### src/rtl/toggle_xfer_tx_pkg.sv
// -----------------------------------------------------------------------------
// toggle_xfer_pkg
// Shared types and defaults for both ends of the toggle-handshake crossing.
//   xfer_state_t : source-side FSM states
//   DEF_DATA_W   : default width of the transferred word
//   cnt_w()      : width of a counter that must hold values 0 .. t-1
// -----------------------------------------------------------------------------
package toggle_xfer_pkg;

    typedef enum logic [0:0] {
        IDLE     = 1'b0,
        WAIT_ACK = 1'b1
    } xfer_state_t;

    localparam int DEF_DATA_W      = 16;
    localparam int DEF_TIMEOUT_CYC = 255;

    // Bits needed to count from 0 up to t-1; never narrower than one bit.
    function automatic int cnt_w(input int t);
        if (t < 2) begin
            return 1;
        end else begin
            return $clog2(t);
        end
    endfunction

endpackage

### src/rtl/toggle_xfer_tx_if.sv
// -----------------------------------------------------------------------------
// toggle_xfer_tx_if
// Bundles the sending-side handshake (send_valid/send_data/send_ready), the
// crossing signals (req_tog/xfer_data/ack_tog) and the status/error signals.
//   slave  : view used by toggle_xfer_tx
//   master : view used by whatever drives the transmitter
// -----------------------------------------------------------------------------
interface toggle_xfer_tx_if
    import toggle_xfer_pkg::*;
#(
    parameter int DATA_W = DEF_DATA_W
) ();

    logic              send_valid;
    logic [DATA_W-1:0] send_data;
    logic              send_ready;
    logic              req_tog;
    logic [DATA_W-1:0] xfer_data;
    logic              ack_tog;
    logic              done_pulse;
    logic              timeout_err;
    logic              err_clr;

    modport slave (
        input  send_valid, send_data, ack_tog, err_clr,
        output send_ready, req_tog, xfer_data, done_pulse, timeout_err
    );

    modport master (
        output send_valid, send_data, ack_tog, err_clr,
        input  send_ready, req_tog, xfer_data, done_pulse, timeout_err
    );

endinterface

### src/rtl/toggle_xfer_tx_sync_2ff.sv
// -----------------------------------------------------------------------------
// sync_2ff
// Two-flop synchronizer for a single asynchronous level.
//   clk : destination clock
//   rst : synchronous, active-high reset (both stages to 0)
//   d   : asynchronous input level
//   q   : synchronized level, two edges behind d
// -----------------------------------------------------------------------------
module sync_2ff (
    input  logic clk,
    input  logic rst,
    input  logic d,
    output logic q
);

    (* ASYNC_REG = "TRUE" *) logic s1;
    (* ASYNC_REG = "TRUE" *) logic s2;

    // Synchronizer stages; s1 may go metastable, s2 gives it a cycle to settle.
    always_ff @(posedge clk) begin
        if (rst) begin
            s1 <= 1'b0;
            s2 <= 1'b0;
        end else begin
            s1 <= d;
            s2 <= s1;
        end
    end

    assign q = s2;

endmodule

### src/rtl/toggle_xfer_tx.sv
// -----------------------------------------------------------------------------
// toggle_xfer_tx
// Source side of a toggle-handshake clock-domain crossing. A word accepted in
// IDLE is captured into xfer_data and announced by flipping req_tog; the word
// is held until the synchronized ack_tog level matches req_tog again.
//   clk_a, rst_a : sending-domain clock, synchronous active-high reset
//   bus (slave)  : send_valid/send_data/send_ready, req_tog/xfer_data/ack_tog,
//                  done_pulse, timeout_err, err_clr
// Parameters: DATA_W word width; TIMEOUT_CYC ack wait limit (0 = no limit).
// -----------------------------------------------------------------------------
module toggle_xfer_tx
    import toggle_xfer_pkg::*;
#(
    parameter int DATA_W      = DEF_DATA_W,
    parameter int TIMEOUT_CYC = DEF_TIMEOUT_CYC
) (
    input  logic            clk_a,
    input  logic            rst_a,
    toggle_xfer_tx_if.slave bus
);

    localparam int                CNT_W    = cnt_w(TIMEOUT_CYC);
    localparam bit                TMO_EN   = (TIMEOUT_CYC > 0);
    localparam logic [CNT_W-1:0]  TMO_LAST = CNT_W'((TIMEOUT_CYC > 0) ? (TIMEOUT_CYC - 1) : 0);

    xfer_state_t       state;
    xfer_state_t       state_nxt;
    logic              req_tog;
    logic [DATA_W-1:0] xfer_data;
    logic              send_ready;
    logic              done_pulse;
    logic              timeout_err;
    logic [CNT_W-1:0]  cnt;
    logic              ack_s2;
    logic              accept;
    logic              ack_seen;
    logic              expire;

    sync_2ff u_ack_sync (
        .clk (clk_a),
        .rst (rst_a),
        .d   (bus.ack_tog),
        .q   (ack_s2)
    );

    // Next-state and event decode. The ack test is a level compare, so an ack
    // arriving after a timeout simply leaves the levels equal and is absorbed.
    always_comb begin
        state_nxt = state;
        accept    = 1'b0;
        ack_seen  = 1'b0;
        expire    = 1'b0;
        case (state)
            IDLE: begin
                if (bus.send_valid) begin
                    accept    = 1'b1;
                    state_nxt = WAIT_ACK;
                end else begin
                    state_nxt = IDLE;
                end
            end
            WAIT_ACK: begin
                if (ack_s2 == req_tog) begin
                    ack_seen  = 1'b1;
                    state_nxt = IDLE;
                end else if (TMO_EN && (cnt == TMO_LAST)) begin
                    expire    = 1'b1;
                    state_nxt = IDLE;
                end else begin
                    state_nxt = WAIT_ACK;
                end
            end
            default: begin
                state_nxt = IDLE;
            end
        endcase
    end

    // State register plus all registered outputs and the wait counter.
    always_ff @(posedge clk_a) begin
        if (rst_a) begin
            state       <= IDLE;
            req_tog     <= 1'b0;
            xfer_data   <= {DATA_W{1'b0}};
            send_ready  <= 1'b1;
            done_pulse  <= 1'b0;
            timeout_err <= 1'b0;
            cnt         <= {CNT_W{1'b0}};
        end else begin
            state      <= state_nxt;
            send_ready <= (state_nxt == IDLE);
            done_pulse <= ack_seen;
            if (accept) begin
                xfer_data <= bus.send_data;
                req_tog   <= ~req_tog;
                cnt       <= {CNT_W{1'b0}};
            end else if ((state == WAIT_ACK) && !ack_seen) begin
                cnt <= cnt + CNT_W'(1);
            end else begin
                cnt <= cnt;
            end
            // A timeout in the same cycle as err_clr keeps the flag set.
            if (expire) begin
                timeout_err <= 1'b1;
            end else if (bus.err_clr) begin
                timeout_err <= 1'b0;
            end else begin
                timeout_err <= timeout_err;
            end
        end
    end

    assign bus.send_ready  = send_ready;
    assign bus.req_tog     = req_tog;
    assign bus.xfer_data   = xfer_data;
    assign bus.done_pulse  = done_pulse;
    assign bus.timeout_err = timeout_err;

endmodule
### src/flat_wrapper.sv
// flat-port wrapper written by rule: the top's interface ports become plain ports
module toggle_xfer_tx_flat import toggle_xfer_pkg::*;
#(
    parameter int DATA_W      = DEF_DATA_W,
    parameter int TIMEOUT_CYC = DEF_TIMEOUT_CYC
)
  (clk_a, rst_a, bus_send_valid, bus_send_data, bus_ack_tog, bus_err_clr, bus_send_ready, bus_req_tog, bus_xfer_data, bus_done_pulse, bus_timeout_err);
  toggle_xfer_tx_if #(.DATA_W(DATA_W)) bus_i ();
  input  logic clk_a;
  input  logic rst_a;
  input wire logic [$bits(bus_i.send_valid)-1:0] bus_send_valid;
  input wire logic [$bits(bus_i.send_data)-1:0] bus_send_data;
  input wire logic [$bits(bus_i.ack_tog)-1:0] bus_ack_tog;
  input wire logic [$bits(bus_i.err_clr)-1:0] bus_err_clr;
  output wire logic [$bits(bus_i.send_ready)-1:0] bus_send_ready;
  output wire logic [$bits(bus_i.req_tog)-1:0] bus_req_tog;
  output wire logic [$bits(bus_i.xfer_data)-1:0] bus_xfer_data;
  output wire logic [$bits(bus_i.done_pulse)-1:0] bus_done_pulse;
  output wire logic [$bits(bus_i.timeout_err)-1:0] bus_timeout_err;
  assign bus_i.send_valid = bus_send_valid;
  assign bus_i.send_data = bus_send_data;
  assign bus_i.ack_tog = bus_ack_tog;
  assign bus_i.err_clr = bus_err_clr;
  assign bus_send_ready = bus_i.send_ready;
  assign bus_req_tog = bus_i.req_tog;
  assign bus_xfer_data = bus_i.xfer_data;
  assign bus_done_pulse = bus_i.done_pulse;
  assign bus_timeout_err = bus_i.timeout_err;
  toggle_xfer_tx #(.DATA_W(DATA_W), .TIMEOUT_CYC(TIMEOUT_CYC)) u_core (.clk_a(clk_a), .rst_a(rst_a), .bus(bus_i));
endmodule
### config.mk
export PLATFORM = sky130hd
export DESIGN_NAME = toggle_xfer_tx_flat
export DESIGN_NICKNAME = d
export VERILOG_FILES = /design/src/rtl/toggle_xfer_tx_pkg.sv /design/src/rtl/toggle_xfer_tx_if.sv /design/src/rtl/toggle_xfer_tx_sync_2ff.sv /design/src/rtl/toggle_xfer_tx.sv /design/src/flat_wrapper.sv
export SDC_FILE = /design/constraint.sdc
export NUM_CORES = 1
export LEC_CHECK = 0
export CORE_MARGIN = 2
export CORE_UTILIZATION = 25
export CTS_CLUSTER_DIAMETER = 50
export DETAILED_ROUTE_END_ITERATION = 10
export MAX_ROUTING_LAYER = met4
export PLACE_DENSITY_LB_ADDON = 0.08
export SLEW_MARGIN = 20
export SYNTH_ARGS = -nofsm -noshare
export SYNTH_HDL_FRONTEND = slang
export SYNTH_HIERARCHICAL = 1
export SYNTH_SLANG_ARGS = --single-unit
export TNS_END_PERCENT = 10
### constraint.sdc
create_clock -name clk_a -period 3.3 [get_ports clk_a]
set_input_delay 0.33 -clock clk_a [delete_from_list [all_inputs] [get_ports clk_a]]
set_output_delay 0.33 -clock clk_a [all_outputs]
set_load 0.03 [all_outputs]
==> out/results.env, run 1 <==
FINAL_MAX_SLEW_VIOL_COUNT=0
TIMING.FINAL.SETUP_VIOLATIONS=0
POWER_FRAC_CLOCK=0.326
STATUS='complete, no violations'
SUMMED_AREA_OF_NON_FILLER_CELLS_IN_THE_FINAL_LAYOUT_MM2=0.001707
DRC_ERRORS=0
AREA_GROWTH_SYN_TO_LAYOUT_PCT=43.13
DP.FINAL_HPWL_MM=2.002
VDD_IR_DROP_MAX_mV=0.1654
FINALWEIGHTEDCONGESTION=0.7451
PIN_COUNT=41
DRT_ITER0_DRC=60
CTS_HOLD_BUFFERS=0
SWITCHINGPOWER_mW=0.2177
SLEW-LIMIT-HEADROOM=0.4598
PLACE_WORST_SETUP_SLACK_PS=1230
ROWS=25
FP.DIEAREA_MM2=0.005338
ROUTE.TOP_LAYER_USED='met4'
TIMING.CLOCK.SKEW_PS=2.467
HOLD_VIOL_FINAL=0
CTSRESIZECOUNT=0
CTS-ROOT-BUF='clkbuf_8'
DRIVE_GT1_FRAC=0.05028
MAXCAP_VIOL_COUNT=0
RSZ0062_AT_GRT='false'
CTS_SETUP_BUFFERS=0
NUM-NETS-FINAL=203
SYN-MEAN-INSTANCE-AREA_UM2=8.578
GRT_ANTENNA_BEFORE_REPAIR=0
FMAX_GHz=0.5259
WL_PER_CELL_UM=12.09
CRITICAL_PATH_CLASS='reg -> reg'
SEQ_POWER_SHARE=0.498
SYNTH.FF_LATCH_COUNT=31
ANTENNA_VIOLATING_NETS_LEFT=0
CTS_MADE_BUFFERS=5
CP.REQUIRED_PS=3480
CLOCK_TREE_FROM_TRITONCTS='built'
CLKSLEWWORSTSETUPHOLDPATHS_PS=60
DIE_Y_UM=73.06
NETLIST_INSTANCES=139
DETAILED_ROUTE_WIRE_LENGTH_MM=2.817
ANTENNA-DIODE-COUNT=0
GLOBAL_ROUTE_WIRE_LENGTH_BEFORE_REPAIR_MM=4.547
MINIMUM_CLOCK_PERIOD_PS=1902
CRITPATHSLOWESTCELL='nand2b_1'
POST_SYNTHESIS_SEQUENTIAL_AREA_RATIO=0.5205
SYNTH_CELL_TYPE_COUNT=29
POWER-PER-CELL-AREA_mW_PER_MM2=477.9
TIMING.CRITICAL_PATH.FANOUT_MAX=19
GROUTE.USAGE.OVERALL=0.1169
WORST-ENDPOINT-ARRIVAL_PS=2080
GRT_MAX_DEGREE=20
PLACED_AREA_MM2=0.001634
IO_BUFFERS=40
CRIT-REG2REG-LAUNCH='u_core/state'
MIN-DELAY-PATH-CLASS='reg -> reg'
WORSTPATHCELLLIST='nand2b_1 -> nand2_1 -> a311oi_1'
POWER.SHARE.SWITCHING=0.2669
INITIAL_CORE_UTIL=0.2558
CLOCK_SINKS=31
TIMING.CRITICAL_PATH.MAX_DELAY_FAMILY='simple AND/OR/NAND/NOR gates'
CELLLEAKAGEPOWER_nW=0.5982
POWER.SHARE.COMBINATIONAL=0.176
ROUTED_VIA_DENSITY=4.708
DR.PASS1.ITERS=4
PLACED_CELLS=227
CORE_REGION_AREA_MM2=0.004661
WORST-R2R-SETUP-SLACK_PS=1400
INTERNAL_POWER_mW=0.5979
YS_WARN_COUNT=6
CRITICAL_PATH_BUF_INV_COUNT=0
DIE_X_UM=73.06
HP-START='u_core/u_ack_sync/s1'
SYN-CELL-AREA_MM2=0.001192
M1WIRELENGTH_MM=1.312
POST-ROUTE-WORST-SETUP-SLACK_PS=1398
FINAL_CYCLE_SHARE=0.5763
GRT_REMAINING_OVERFLOW=0
HOLD_PATH_DEPTH=1
FINAL_INSTANCE_COUNT_EXCL_FILLERS=233
CPPEAKSTAGEDELAY_PS=650
SETUP.WORST_PATH.END_CLASS='flop'
TOTALNEGATIVESETUPSLACK_PS=0
CLOCK_PATH_BUFFERS=2
WL_MET2_MM=1.294
WORSTSKEWPAIRLATENCY_PS=270
WORST_R2R_ENDPOINT='u_core/cnt[1]'
GRT_PASS1_VIAS=1025
DR_TOTAL_VIAS=1097
TOTALPOWERFINAL_mW=0.8156
WORSTMARGINPINSLEW_PS=804.6
SYN-NUM-NETS=162
DETAILROUTE.WIRELENGTH.MET3_UM=188
TIMING.CRITICAL_PATH.FROM_TYPE='flop'
HOLD-PATH-ENDPOINT='u_core/u_ack_sync/q'
CTSHTREEMAXLEVEL=2
RR_WORST_DEPTH=3
cell type report:
type	count	area, µm²
inverter	4	15.01
sequential	31	620.6
timing repair buffer	42	415.4
clock buffer	6	72.57
tap	54	67.56
multi-input combinational	96	515.5
fill	492	2954
logic make-up (layout without fill, tap and decap cells):
logic type | count (synthesis) | count (layout) | synth area share
buf+inv | 12 | 52 | 0.04721
simple gates | 57 | 57 | 0.2225
compound gates | 33 | 33 | 0.1585
flops | 31 | 31 | 0.5205
fa+ha+maj | 2 | 2 | 0.02098
mux | 1 | 1 | 0.008395
xor+xnor | 3 | 3 | 0.02204
cell usage after synthesis, drive strengths merged:
library cell	count	area [µm²]
a21o	1	7.510
a21oi	23	115.1
a2bb2oi	1	8.760
a311oi	1	8.760
and3	1	7.510
buf	7	37.53
clkbuf	1	3.750
dfxtp	31	620.6
ha	2	25.02
inv	4	15.01
mux2i	1	10.01
nand2	35	131.4
nand2b	1	6.260
nand3	6	30.03
nand3b	1	7.510
nand4	1	6.260
nor2	2	7.510
nor2b	3	18.77
nor4	1	6.260
o21ai	1	5.000
o22ai	1	6.260
o31ai	5	37.54
or3	2	13.77
or4	4	30.03
xnor2	2	17.52
xor2	1	8.760
how the worst max path moves through the flow:
stage | startpoint | endpoint | slack (ps) | cells after the start
floorplan | u_core/bus.req_tog | u_core/cnt[5] | 1770 | 4
global placement | bus_send_valid | u_core/cnt[1] | 1310 | 4
detailed placement | bus_send_valid | u_core/cnt[1] | 1230 | 4
CTS | u_core/state | u_core/cnt[1] | 1370 | 3
global route | u_core/state | u_core/cnt[1] | 1180 | 3
finish | u_core/state | u_core/cnt[1] | 1400 | 3
stage by stage:
step | util | hold slack (ps)
floorplan | - | 401.6
global placement | 0.3506 | 428.2
detailed placement | 0.3506 | 430.9
CTS | 0.3662 | 446.3
global route | 0.3662 | 473.7
finish | 0.3662 | 438.8
power by group through the flow:
stage	combinational (mW)	clock [mW]	sequential [mW]
2_1_floorplan	0.0531	0	0.442
3_3_place_gp	0.143	0	0.414
6_report	0.143	0.266	0.406
3_5_place_dp	0.145	0	0.414
5_1_grt	0.155	0.295	0.409
4_1_cts	0.145	0.283	0.406
registers in the layout, summed over array words and instances, names as in the netlist:
signal,cells
u_core/bus.done_pulse,1
u_core/state,1
u_core/bus.send_ready,1
u_core/bus.timeout_err,1
u_core/u_ack_sync/s1,1
u_core/bus.req_tog,1
u_core/u_ack_sync/q,1
u_core/bus.xfer_data,16
u_core/cnt,8
cells in the final DEF (no fill, tap or decap), drive strengths merged, types with 2 or more instances in the layout:
| cell | n |
|---|---|
| or4 | 4 |
| inv | 4 |
| clkbuf | 6 |
| a21oi | 23 |
| nor2b | 3 |
| buf | 2 |
| nand3 | 6 |
| nor2 | 2 |
| nand2 | 35 |
| clkdlybuf4s50 | 40 |
| or3 | 2 |
| ha | 2 |
| o31ai | 5 |
| xnor2 | 2 |
| dfxtp | 31 |
metal layers:
metal | GRT usage | vias to the layer above
li1 | - | 555
met1 | 0.1374 | 504
met2 | 0.1762 | 36
met3 | 0.04696 | 2
met4 | 0.04938 | 0
met5 | - | -
Note: power is estimated with default switching activity, not from simulation.
==> inputs of run 2 (changes only) <==
- clock period: 3.3 -> 1.6 ns (I/O delays scaled with it)
==> run 2 against run 1 <==
Routed wire length fell by 1.5%; die area did not move; global-route usage rose by 0.35 points; clock skew barely moved; core utilization is 1.2 points higher; setup slack got worse by 1200 ps; design area rose by 3.2%; sequential cell count did not move; first-iteration DRC count decreased by 17%.
==> out/results.env, run 2 (same netlist as run 1, synthesis figures left out) <==
STATUS='complete, no violations'  # unchanged
AREA_GROWTH_SYN_TO_LAYOUT_PCT=47.74  # was 43.13%
PIN_COUNT=41  # unchanged
HP-START='bus_send_data[6]'  # was u_core/u_ack_sync/s1
CP.REQUIRED_PS=1440  # was 3480 ps
TIMING.CLOCK.SKEW_PS=2.742  # was 2.467 ps
MAXCAP_VIOL_COUNT=0  # unchanged
CRITICAL_PATH_CLASS='reg -> out'  # was reg -> reg
ANTENNA-DIODE-COUNT=0  # unchanged
LARGEST_REGISTER_FFS=16  # unchanged
LAYOUT.CELLS.MOST_COMMON='clkdlybuf4s50_1'  # unchanged
CTS-ROOT-BUF='clkbuf_8'  # unchanged
CLKSLEWWORSTSETUPHOLDPATHS_PS=60  # about the same
HOLD_VIOL_FINAL=0  # unchanged
IO_BUFFERS=40  # unchanged
ROUTED_VIA_DENSITY=4.661  # was 4.708
CLOCK_SINKS=31  # unchanged
DP.FINAL_HPWL_MM=2.041  # was 2.002 mm
DIE_X_UM=73.06  # unchanged
ROWS=25  # unchanged
SEQ_POWER_SHARE=0.492  # was 0.498
WORST-R2R-SETUP-SLACK_PS=220  # was 1400 ps
INITIAL_CORE_UTIL=0.2558  # unchanged
NUMBER_OF_INSERTED_FILLER_CELLS_IN_THE_FINAL_LAYOUT=465  # was 492
POWER.SHARE.COMBINATIONAL=0.184  # was 0.176
CTSHTREEMAXLEVEL=2  # unchanged
POWER.SHARE.SWITCHING=0.2675  # was 0.2669
WORSTPATHCELLLIST='clkdlybuf4s50_1'  # was nand2b_1 -> nand2_1 -> a311oi_1
WL_PER_CELL_UM=11.61  # was 12.09 µm
DR_TOTAL_VIAS=1114  # was 1097
MIN-DELAY-PATH-CLASS='in -> reg'  # was reg -> reg
DR.PASS1.ITERS=4  # unchanged
RR_WORST_DEPTH=3  # unchanged
CELLLEAKAGEPOWER_nW=0.6444  # was 0.5982 nW
NUM-NETS-FINAL=209  # was 203
POSTLAYOUTCOREUTIL=0.3780  # was 0.3662
INTERNAL_POWER_mW=1.249  # was 0.5979 mW
WORSTSKEWPAIRLATENCY_PS=270  # about the same
DRIVE_GT1_FRAC=0.08649  # was 0.05028
CPPEAKSTAGEDELAY_PS=670  # was 650 ps
CTS_SETUP_BUFFERS=0  # unchanged
GRT_PASS1_VIAS=1118  # was 1025
CRITPATHLAUNCH='u_core/bus.xfer_data[15]'  # was u_core/state
CORE_REGION_AREA_MM2=0.004661  # unchanged
MULTI_INPUT_COMB_AREA_UM2=523.0  # was 515.5 µm²
TIMING.CRITICAL_PATH.MAX_DELAY_FAMILY='buffers and inverters'  # was simple AND/OR/NAND/NOR gates
WORST_R2R_ENDPOINT='u_core/cnt[5]'  # was u_core/cnt[1]
FINAL_CYCLE_SHARE=0.9035
POWER_FRAC_CLOCK=0.324  # was 0.326
DRT_ITER0_DRC=50  # was 60
SEQCELLAREA_UM2=620.6  # unchanged
GRT_MAX_DEGREE=14  # was 20
CTS_MADE_BUFFERS=5  # unchanged
WORST-ENDPOINT-ARRIVAL_PS=1290  # was 2080 ps
CLOCK_PATH_BUFFERS=2  # unchanged
GLOBAL_ROUTE_WIRE_LENGTH_BEFORE_REPAIR_MM=4.878  # was 4.547 mm
FINAL_INSTANCE_COUNT_EXCL_FILLERS=239  # was 233
HOLD_PATH_DEPTH=3  # was 1
TOTALNEGATIVESETUPSLACK_PS=0  # unchanged
FMAX_GHz=0.6918
VDD_IR_DROP_MAX_mV=0.4028  # was 0.1654 mV
WORSTMARGINPINSLEW_PS=493.9  # was 804.6 ps
LARGEST_REGISTERS='u_core/bus.xfer_data: 16 flops, u_core/cnt: 8 flops'  # unchanged
TIMING.FINAL.SETUP_VIOLATIONS=0  # unchanged
DRC_ERRORS=0  # unchanged
FINAL_MAX_SLEW_VIOL_COUNT=0  # unchanged
TIMING.CRITICAL_PATH.FANOUT_MAX=2  # was 19
FINALWEIGHTEDCONGESTION=0.6995  # was 0.7451
ANTENNA_VIOLATING_NETS_LEFT=0  # unchanged
SWITCHINGPOWER_mW=0.4561  # was 0.2177 mW
SLEW-LIMIT-HEADROOM=0.6691  # was 0.4598
POST-ROUTE-WORST-SETUP-SLACK_PS=154.4  # was 1398 ps
GROUTE.USAGE.OVERALL=0.1204  # was 0.1169
PLACE_WORST_SETUP_SLACK_PS=160.8  # was 1230 ps
DETAILED_ROUTE_WIRE_LENGTH_MM=2.774  # was 2.817 mm
GRT_ANTENNA_BEFORE_REPAIR=0  # unchanged
RSZ0062_AT_GRT='false'  # unchanged
HOLD-PATH-ENDPOINT='u_core/bus.xfer_data[6]'  # was u_core/u_ack_sync/q
CLOCK_TREE_FROM_TRITONCTS='built'  # unchanged
PLACED_CELLS=233  # was 227
LARGEST_REGISTER='u_core/bus.xfer_data'  # unchanged
SETUP.WORST_PATH.END_CLASS='output port'  # was flop
MINIMUM_CLOCK_PERIOD_PS=1446
CRIT-REG2REG-LAUNCH='u_core/state'  # unchanged
MOSTFREQUENTLAYOUTCELLS='39 x clkdlybuf4s50_1, 35 x nand2_1, 31 x dfxtp_1'  # was 40 x clkdlybuf4s50_1, 35 x nand2_1, 31 x dfxtp_1
CRITICAL_PATH_BUF_INV_COUNT=1  # was 0
FP.DIEAREA_MM2=0.005338  # unchanged
TIMING.CRITICAL_PATH.FROM_TYPE='flop'  # unchanged
POWER-PER-CELL-AREA_mW_PER_MM2=968.0  # was 477.9 mW/mm²
TOTALPOWERFINAL_mW=1.705  # was 0.8156 mW
DIE_Y_UM=73.06  # unchanged
CRITPATHSLOWESTCELL='clkdlybuf4s50_1'  # was nand2b_1
GRT_REMAINING_OVERFLOW=0  # unchanged
run 2: changes by cell type in the layout (fill, tap and decap cells not counted):
cell             previous run  this run
xnor2_2                     0         1
clkdlybuf4s50_1            40        39
xnor2_1                     2         1
dlymetal6s2s_1              0         1
buf_4                       2         8
run 2: repair_timing:
action,CTS,global route
endpoints found under the setup margin,0,6
resized for setup,0,2
hold buffers,0,0
run 2: layout make-up:
class	instances	share of cell area
Sequential cell	31	0.3523
Multi-Input combinational cell	96	0.2969
Timing Repair Buffer	48	0.2628
Clock buffer	6	0.04119
Tap cell	54	0.03835
Inverter	4	0.008523
run 2: power groups by stage:
stage / registers, mW / logic, mW / clock network [mW]
after floorplan: 0.912 / 0.109 / 0
after global placement: 0.854 / 0.310 / 0
after detailed placement: 0.855 / 0.314 / 0
after CTS: 0.838 / 0.315 / 0.582
after global routing: 0.845 / 0.341 / 0.610
final: 0.839 / 0.313 / 0.553
run 2: metal layers:
metal  GRT usage  vias up  routed length (µm)
li1            -      565                   -
met1      0.1432      510                1293
met2      0.1912       35                1290
met3     0.04144        4                 152
met4     0.03704        0                  38
met5           -        -                   0
run 2: per-stage QoR:
step           hold WS (ps)  cell area, µm²
6_report              434.9            1762
5_1_grt               445.3            1762
4_1_cts               418.9            1752
3_5_place_dp          429.9            1679
3_3_place_gp          420.7            1679
2_1_floorplan         231.6            1192
run 2: worst max path at each step:
stage,depth (start not counted),endpoint,slack (ps)
2_1_floorplan,4,u_core/cnt[5],70
3_3_place_gp,3,u_core/cnt[7],180
3_5_place_dp,3,u_core/cnt[7],160
4_1_cts,1,bus_req_tog,40
5_1_grt,3,u_core/cnt[5],70
6_report,1,bus_xfer_data[15],150
